File: config.mk
export PLATFORM = sky130hd
export DESIGN_NAME = branch_pc_sequencer
export DESIGN_NICKNAME = d
export VERILOG_FILES = /design/src/rtl/branch_pc_sequencer.sv
export SDC_FILE = /design/constraint.sdc
export NUM_CORES = 1
export LEC_CHECK = 0
export BUFFER_PORTS_ARGS = -buffer_cell sky130_fd_sc_hd__buf_2
export CAP_MARGIN = 25
export CORE_MARGIN = 5
export CORE_UTILIZATION = 30
export DETAILED_ROUTE_END_ITERATION = 10
export SYNTH_ARGS = -nofsm -noshare
export SYNTH_HDL_FRONTEND = slang
export SYNTH_SLANG_ARGS = --single-unit
File: constraint.sdc
create_clock -name clk -period 1.9 [get_ports clk]
set_input_delay 0.38 -clock clk [delete_from_list [all_inputs] [get_ports clk]]
set_output_delay 0.38 -clock clk [all_outputs]
set_load 0.01 [all_outputs]
File: src/rtl/branch_pc_sequencer.sv
// -----------------------------------------------------------------------------
// branch_pc_sequencer
//
// Multi-cycle control FSM that walks each instruction through
// FETCH -> DECODE -> EXECUTE -> WRITEBACK, owns the program counter and the
// instruction-memory request handshake, and gates the carry-flag and
// register-file write strobes.
//
// Handshake: in FETCH, imem_req is held high with imem_addr = pc until the
// memory answers with imem_ack for one cycle; that same cycle ir_load pulses
// and the FSM moves on. A fetch that sees no ack for FETCH_TIMEOUT cycles
// halts the machine with fetch_err set and pc unchanged.
//
// Ports:
//   clk, reset        clock, synchronous active-high reset
//   imem_req/ack/addr instruction fetch handshake
//   ir_load           one-cycle instruction-register load strobe
//   alu_instr         decoded instruction is an ALU op (sampled in DECODE)
//   wb_needed         decoded instruction writes the register file (DECODE)
//   halt_instr        decoded instruction is halt (DECODE)
//   branch_condn      branch decision (sampled in EXECUTE)
//   branch_target     branch target (sampled in EXECUTE)
//   resume            restart from HALT
//   flag_en           carry-flag register enable (EXECUTE of ALU ops)
//   reg_we            register-file write enable (WRITEBACK)
//   pc                current program counter
//   state             FSM state (FETCH=0 DECODE=1 EXECUTE=2 WRITEBACK=3 HALT=4)
//   halted            FSM is in HALT
//   fetch_err         sticky: last halt came from a fetch timeout
//   retired           saturating count of retired instructions
// -----------------------------------------------------------------------------
module branch_pc_sequencer #(
    parameter int                 ADDR_W        = 32,
    parameter logic [ADDR_W-1:0]  RESET_PC      = '0,
    parameter int                 FETCH_TIMEOUT = 15
) (
    input  logic              clk,
    input  logic              reset,
    output logic              imem_req,
    input  logic              imem_ack,
    output logic [ADDR_W-1:0] imem_addr,
    output logic              ir_load,
    input  logic              alu_instr,
    input  logic              wb_needed,
    input  logic              halt_instr,
    input  logic              branch_condn,
    input  logic [ADDR_W-1:0] branch_target,
    input  logic              resume,
    output logic              flag_en,
    output logic              reg_we,
    output logic [ADDR_W-1:0] pc,
    output logic [2:0]        state,
    output logic              halted,
    output logic              fetch_err,
    output logic [15:0]       retired
);

    localparam int CNT_W = $clog2(FETCH_TIMEOUT + 1);
    // The counter value that, after one more ack-less cycle, reaches the limit.
    localparam logic [CNT_W-1:0] CNT_LAST = CNT_W'(FETCH_TIMEOUT - 1);

    typedef enum logic [2:0] {
        S_FETCH     = 3'd0,
        S_DECODE    = 3'd1,
        S_EXECUTE   = 3'd2,
        S_WRITEBACK = 3'd3,
        S_HALT      = 3'd4
    } state_t;

    state_t            state_q;
    logic [ADDR_W-1:0] pc_q;
    logic [15:0]       retired_q;
    logic              fetch_err_q;
    logic [CNT_W-1:0]  cnt_q;

    // Instruction attributes captured in DECODE / EXECUTE
    logic              alu_q;
    logic              wb_q;
    logic              br_q;
    logic [ADDR_W-1:0] tgt_q;

    logic [ADDR_W-1:0] pc_plus4;
    logic [ADDR_W-1:0] pc_d;
    logic [15:0]       retired_d;

    // pc + 4 wraps naturally modulo 2^ADDR_W
    assign pc_plus4  = pc_q + ADDR_W'(4);
    // Branch targets are forced to word alignment
    assign pc_d      = br_q ? {tgt_q[ADDR_W-1:2], 2'b00} : pc_plus4;
    assign retired_d = (retired_q == 16'hFFFF) ? retired_q : retired_q + 16'd1;

    always_ff @(posedge clk) begin
        if (reset) begin
            state_q     <= S_FETCH;
            pc_q        <= RESET_PC;
            retired_q   <= '0;
            fetch_err_q <= 1'b0;
            cnt_q       <= '0;
            alu_q       <= 1'b0;
            wb_q        <= 1'b0;
            br_q        <= 1'b0;
            tgt_q       <= '0;
        end else begin
            case (state_q)
                S_FETCH: begin
                    // An ack wins even in the cycle the limit would be reached
                    if (imem_ack) begin
                        cnt_q   <= '0;
                        state_q <= S_DECODE;
                    end else if (cnt_q == CNT_LAST) begin
                        cnt_q       <= '0;
                        fetch_err_q <= 1'b1;
                        state_q     <= S_HALT;
                    end else begin
                        cnt_q <= cnt_q + CNT_W'(1);
                    end
                end
                S_DECODE: begin
                    if (halt_instr) begin
                        // The halt itself retires; resume continues after it
                        pc_q      <= pc_plus4;
                        retired_q <= retired_d;
                        state_q   <= S_HALT;
                    end else begin
                        alu_q   <= alu_instr;
                        wb_q    <= wb_needed;
                        state_q <= S_EXECUTE;
                    end
                end
                S_EXECUTE: begin
                    br_q    <= branch_condn;
                    tgt_q   <= branch_target;
                    state_q <= S_WRITEBACK;
                end
                S_WRITEBACK: begin
                    pc_q      <= pc_d;
                    retired_q <= retired_d;
                    state_q   <= S_FETCH;
                end
                S_HALT: begin
                    if (resume) begin
                        fetch_err_q <= 1'b0;
                        state_q     <= S_FETCH;
                    end
                end
                default: state_q <= S_FETCH;
            endcase
        end
    end

    // Strobes are decoded from state and latched bits; reset suppresses them
    // in the reset cycle itself so no stray pulse escapes mid-instruction.
    assign imem_req  = !reset && (state_q == S_FETCH);
    assign ir_load   = !reset && (state_q == S_FETCH) && imem_ack;
    assign flag_en   = !reset && (state_q == S_EXECUTE) && alu_q;
    assign reg_we    = !reset && (state_q == S_WRITEBACK) && wb_q;
    assign halted    = !reset && (state_q == S_HALT);

    assign imem_addr = pc_q;
    assign pc        = pc_q;
    assign state     = state_q;
    assign fetch_err = fetch_err_q;
    assign retired   = retired_q;

endmodule

==> impl_metrics.json <==
{
  "critical_path.top_delay_family": "simple AND/OR/NAND/NOR gates",
  "vias_per_cell": 5.13,
  "leakage_uw": 0.00246,
  "yosysWarningCount": 0,
  "yosysTopAreaCellShare": 0.384,
  "cts-root-buf": "clkbuf_16",
  "drtIter0Drc": 357,
  "wl_per_cell_um": 15.4,
  "rsz0062_at_grt": "yes",
  "clk_pin_slew_ns": 0.08,
  "htreeDepth": 3,
  "final_cell_mix": "buf_2 (122), nand2_1 (107), dfxtp_1 (83)",
  "ys_ff_latch": 87,
  "grt_overflow": 0,
  "grt_pass1_vias": 4205,
  "period_needed_ns": 1.85,
  "rows": 45,
  "arrival_ns": 1.47,
  "power_frac_seq": 0.452,
  "power.switching_uw": 1130,
  "switching_share": 0.267,
  "pwr-share-comb": 0.104,
  "critPathMaxFanout": 7,
  "grt.met2_usage": 0.237,
  "setup_viol": 0,
  "cts_made_buffers": 9,
  "end_kind": "output pin",
  "outcome": "complete, no violations",
  "required_ns": 1.52,
  "crit_buf_inv": 1,
  "hold_path.class": "input pin to flip-flop",
  "grt_pass1_wl_mm": 22.5,
  "die_h_um": 133,
  "hold_violations": 0,
  "grtUsageTotal": 0.158,
  "fin_setup_tns_ns": 0,
  "use_met1": 0.225,
  "maxSlewViolCount": 0,
  "place_inst": 898,
  "layout_commonest_cell": "buf_2",
  "synth_edf_count": 0,
  "gp_congestion": 0.822,
  "final_util": 0.389,
  "synthArstFlopShare": 0,
  "grt.met3_usage": 0.0357,
  "ys_types": 58,
  "dp_hpwl_mm": 10.4,
  "worstPathCellList": "or3_4 -> nor2_2 -> and2_1 -> buf_2",
  "intPower_uw": 3100,
  "worstSetupPathType": "flip-flop to output pin",
  "drive_gt1_frac": 0.310,
  "area_growth_pct": 29.1,
  "clkPwrFrac": 0.444,
  "synth.largest_area_cell": "dfxtp_1",
  "max_stage_delay_ns": 0.42,
  "cts_tree": "built",
  "worstSkewPairLatency_ns": 0.35,
  "grt_max_degree": 32,
  "synthTopCellsByArea": "dfxtp_1 (38%), nand2_1 (8.9%), a21oi_1 (6.5%)",
  "drc_errors": 0,
  "num_vias": 4686,
  "clock_sinks": 87,
  "slowest_stage": "or3_4",
  "power.density_mw_per_mm2": 723,
  "maxCapViolCount": 0,
  "wirelength_mm": 14.1,
  "busiest_layer": "met2",
  "yosysSeqAreaShare": 0.384,
  "syn-cell-area_mm2": 0.00453,
  "synth-main-ff-cell": "dfxtp_1",
  "syn_inst": 591,
  "vdd_drop_max_v": 0.000457,
  "max_freq_mhz": 541,
  "fill_cells": 1589,
  "fin_skew_ns": 0.0103,
  "startpoint_type": "flip-flop",
  "antenna_found_initial": 0,
  "die_area_mm2": 0.0177,
  "pin_count": 129,
  "cts_buffer_depth": 2,
  "final_cells": 914,
  "io_buffers": 122,
  "drt_first_pass_iters": 5,
  "finalPower_uw": 4230,
  "core_mm2": 0.0150,
  "final_nets": 765,
  "syn-mean-instance-area_um2": 7.67,
  "start_util": 0.302,
  "fin_crit_sh": 0.972,
  "die-width_um": 133,
  "ant_nets": 0,
  "diodes": 0
}
sequential cells by signal (all words and copies together) (netlist names):
| register | cells |
|---|---|
| imem_addr | 30 |
| tgt_q | 30 |
| retired | 16 |
| cnt_q | 4 |
| state | 3 |
| alu_q | 1 |
| br_q | 1 |
| fetch_err | 1 |
| wb_q | 1 |
through the flow:
| step | worst slack (ns) | cell area (µm²) | hold WS, ns |
|---|---|---|---|
| floorplan | 0.0177 | 4540 | 0.432 |
| global placement | 0.106 | 5490 | 0.442 |
| detailed placement | 0.0937 | 5490 | 0.444 |
| CTS | 0.0266 | 5820 | 0.245 |
| global route | -0.0214 | 5850 | 0.261 |
| finish | 0.0529 | 5850 | 0.255 |
metal layers:
metal / wire (µm) / up-vias / share of wire
li1: - / 2330 / -
met1: 6990 / 2201 / 0.50
met2: 6110 / 144 / 0.43
met3: 813 / 11 / 0.058
met4: 161 / 0 / 0.011
met5: 0 / - / 0
cells in the mapped netlist (4+ instances only):
library cell	instances
nand2_1	107
dfxtp_1	87
nor2_1	64
a21oi_1	59
buf_4	34
clkbuf_1	23
nand3_1	22
nand4_1	20
o21ai_0	16
a22oi_1	15
nor3_1	13
nor4_1	11
a31oi_1	9
or3_1	9
xnor2_1	8
buf_2	7
a211oi_1	6
xor2_1	6
buf_1	5
a311oi_1	4
and3_1	4
ha_1	4
nand2b_1	4
nand4b_1	4
power groups by stage:
stage | registers [µW] | logic (µW) | clock network [µW]
floorplan | 1960 | 241 | 0
global placement | 1950 | 430 | 0
detailed placement | 1950 | 433 | 0
CTS | 1910 | 438 | 1910
global route | 1920 | 489 | 2000
finish | 1910 | 439 | 1880
cell type report:
class	count	area [µm²]	share of cell area
clock inverter	7	85.1	0.0145
timing repair buffer	185	1110	0.189
tap	188	235	0.0402
clock buffer	9	225	0.0385
inverter	3	11.3	0.00192
multi-input combinational	435	2440	0.416
sequential	87	1750	0.299
what timing repair did:
item | 4_1_cts | 5_1_grt
pin swaps | 0 | 1
endpoints found under the hold margin | 0 | 0
buffers inserted | 0 | 0
endpoints found under the setup margin | 3 | 10
cloned | 0 | 0
gates resized for setup | 5 | 8
hold buffers | 0 | 0
worst register-to-register path, cell delays in order (launching register included):
cell and delay [ns]:
dfxtp_1 0.41, ha_1 0.33, nand3_1 0.28, nor4_1 0.44, xnor2_1 0.16, nor2_1 0.05
path summary, 6_finish.rpt:
check                                           endpoint  depth (start not counted)               startpoint  slack [ns]
worst max register to register  retired[12]$_SDFFE_PP0P_                          5  retired[0]$_SDFFE_PP0P_        0.11
worst min-delay path              tgt_q[19]$_SDFFE_PP0N_                          3        branch_target[19]        0.26
worst max-delay path                             ir_load                          4    state[0]$_SDFFE_PP0P_        0.05
worst min register to register    tgt_q[13]$_SDFFE_PP0N_                          2   tgt_q[13]$_SDFFE_PP0N_        0.45
cell families after synthesis:
kind of cell    Yosys count  share of synthesized area
simple gates            278                      0.300
other cells               1                   0.000827
compound gates          131                      0.178
mux                       4                    0.00911
fa+ha+maj                 4                     0.0110
buf+inv                  72                     0.0897
flops                    87                      0.384
xor+xnor                 14                     0.0270
(Power assumes the default switching activity.)
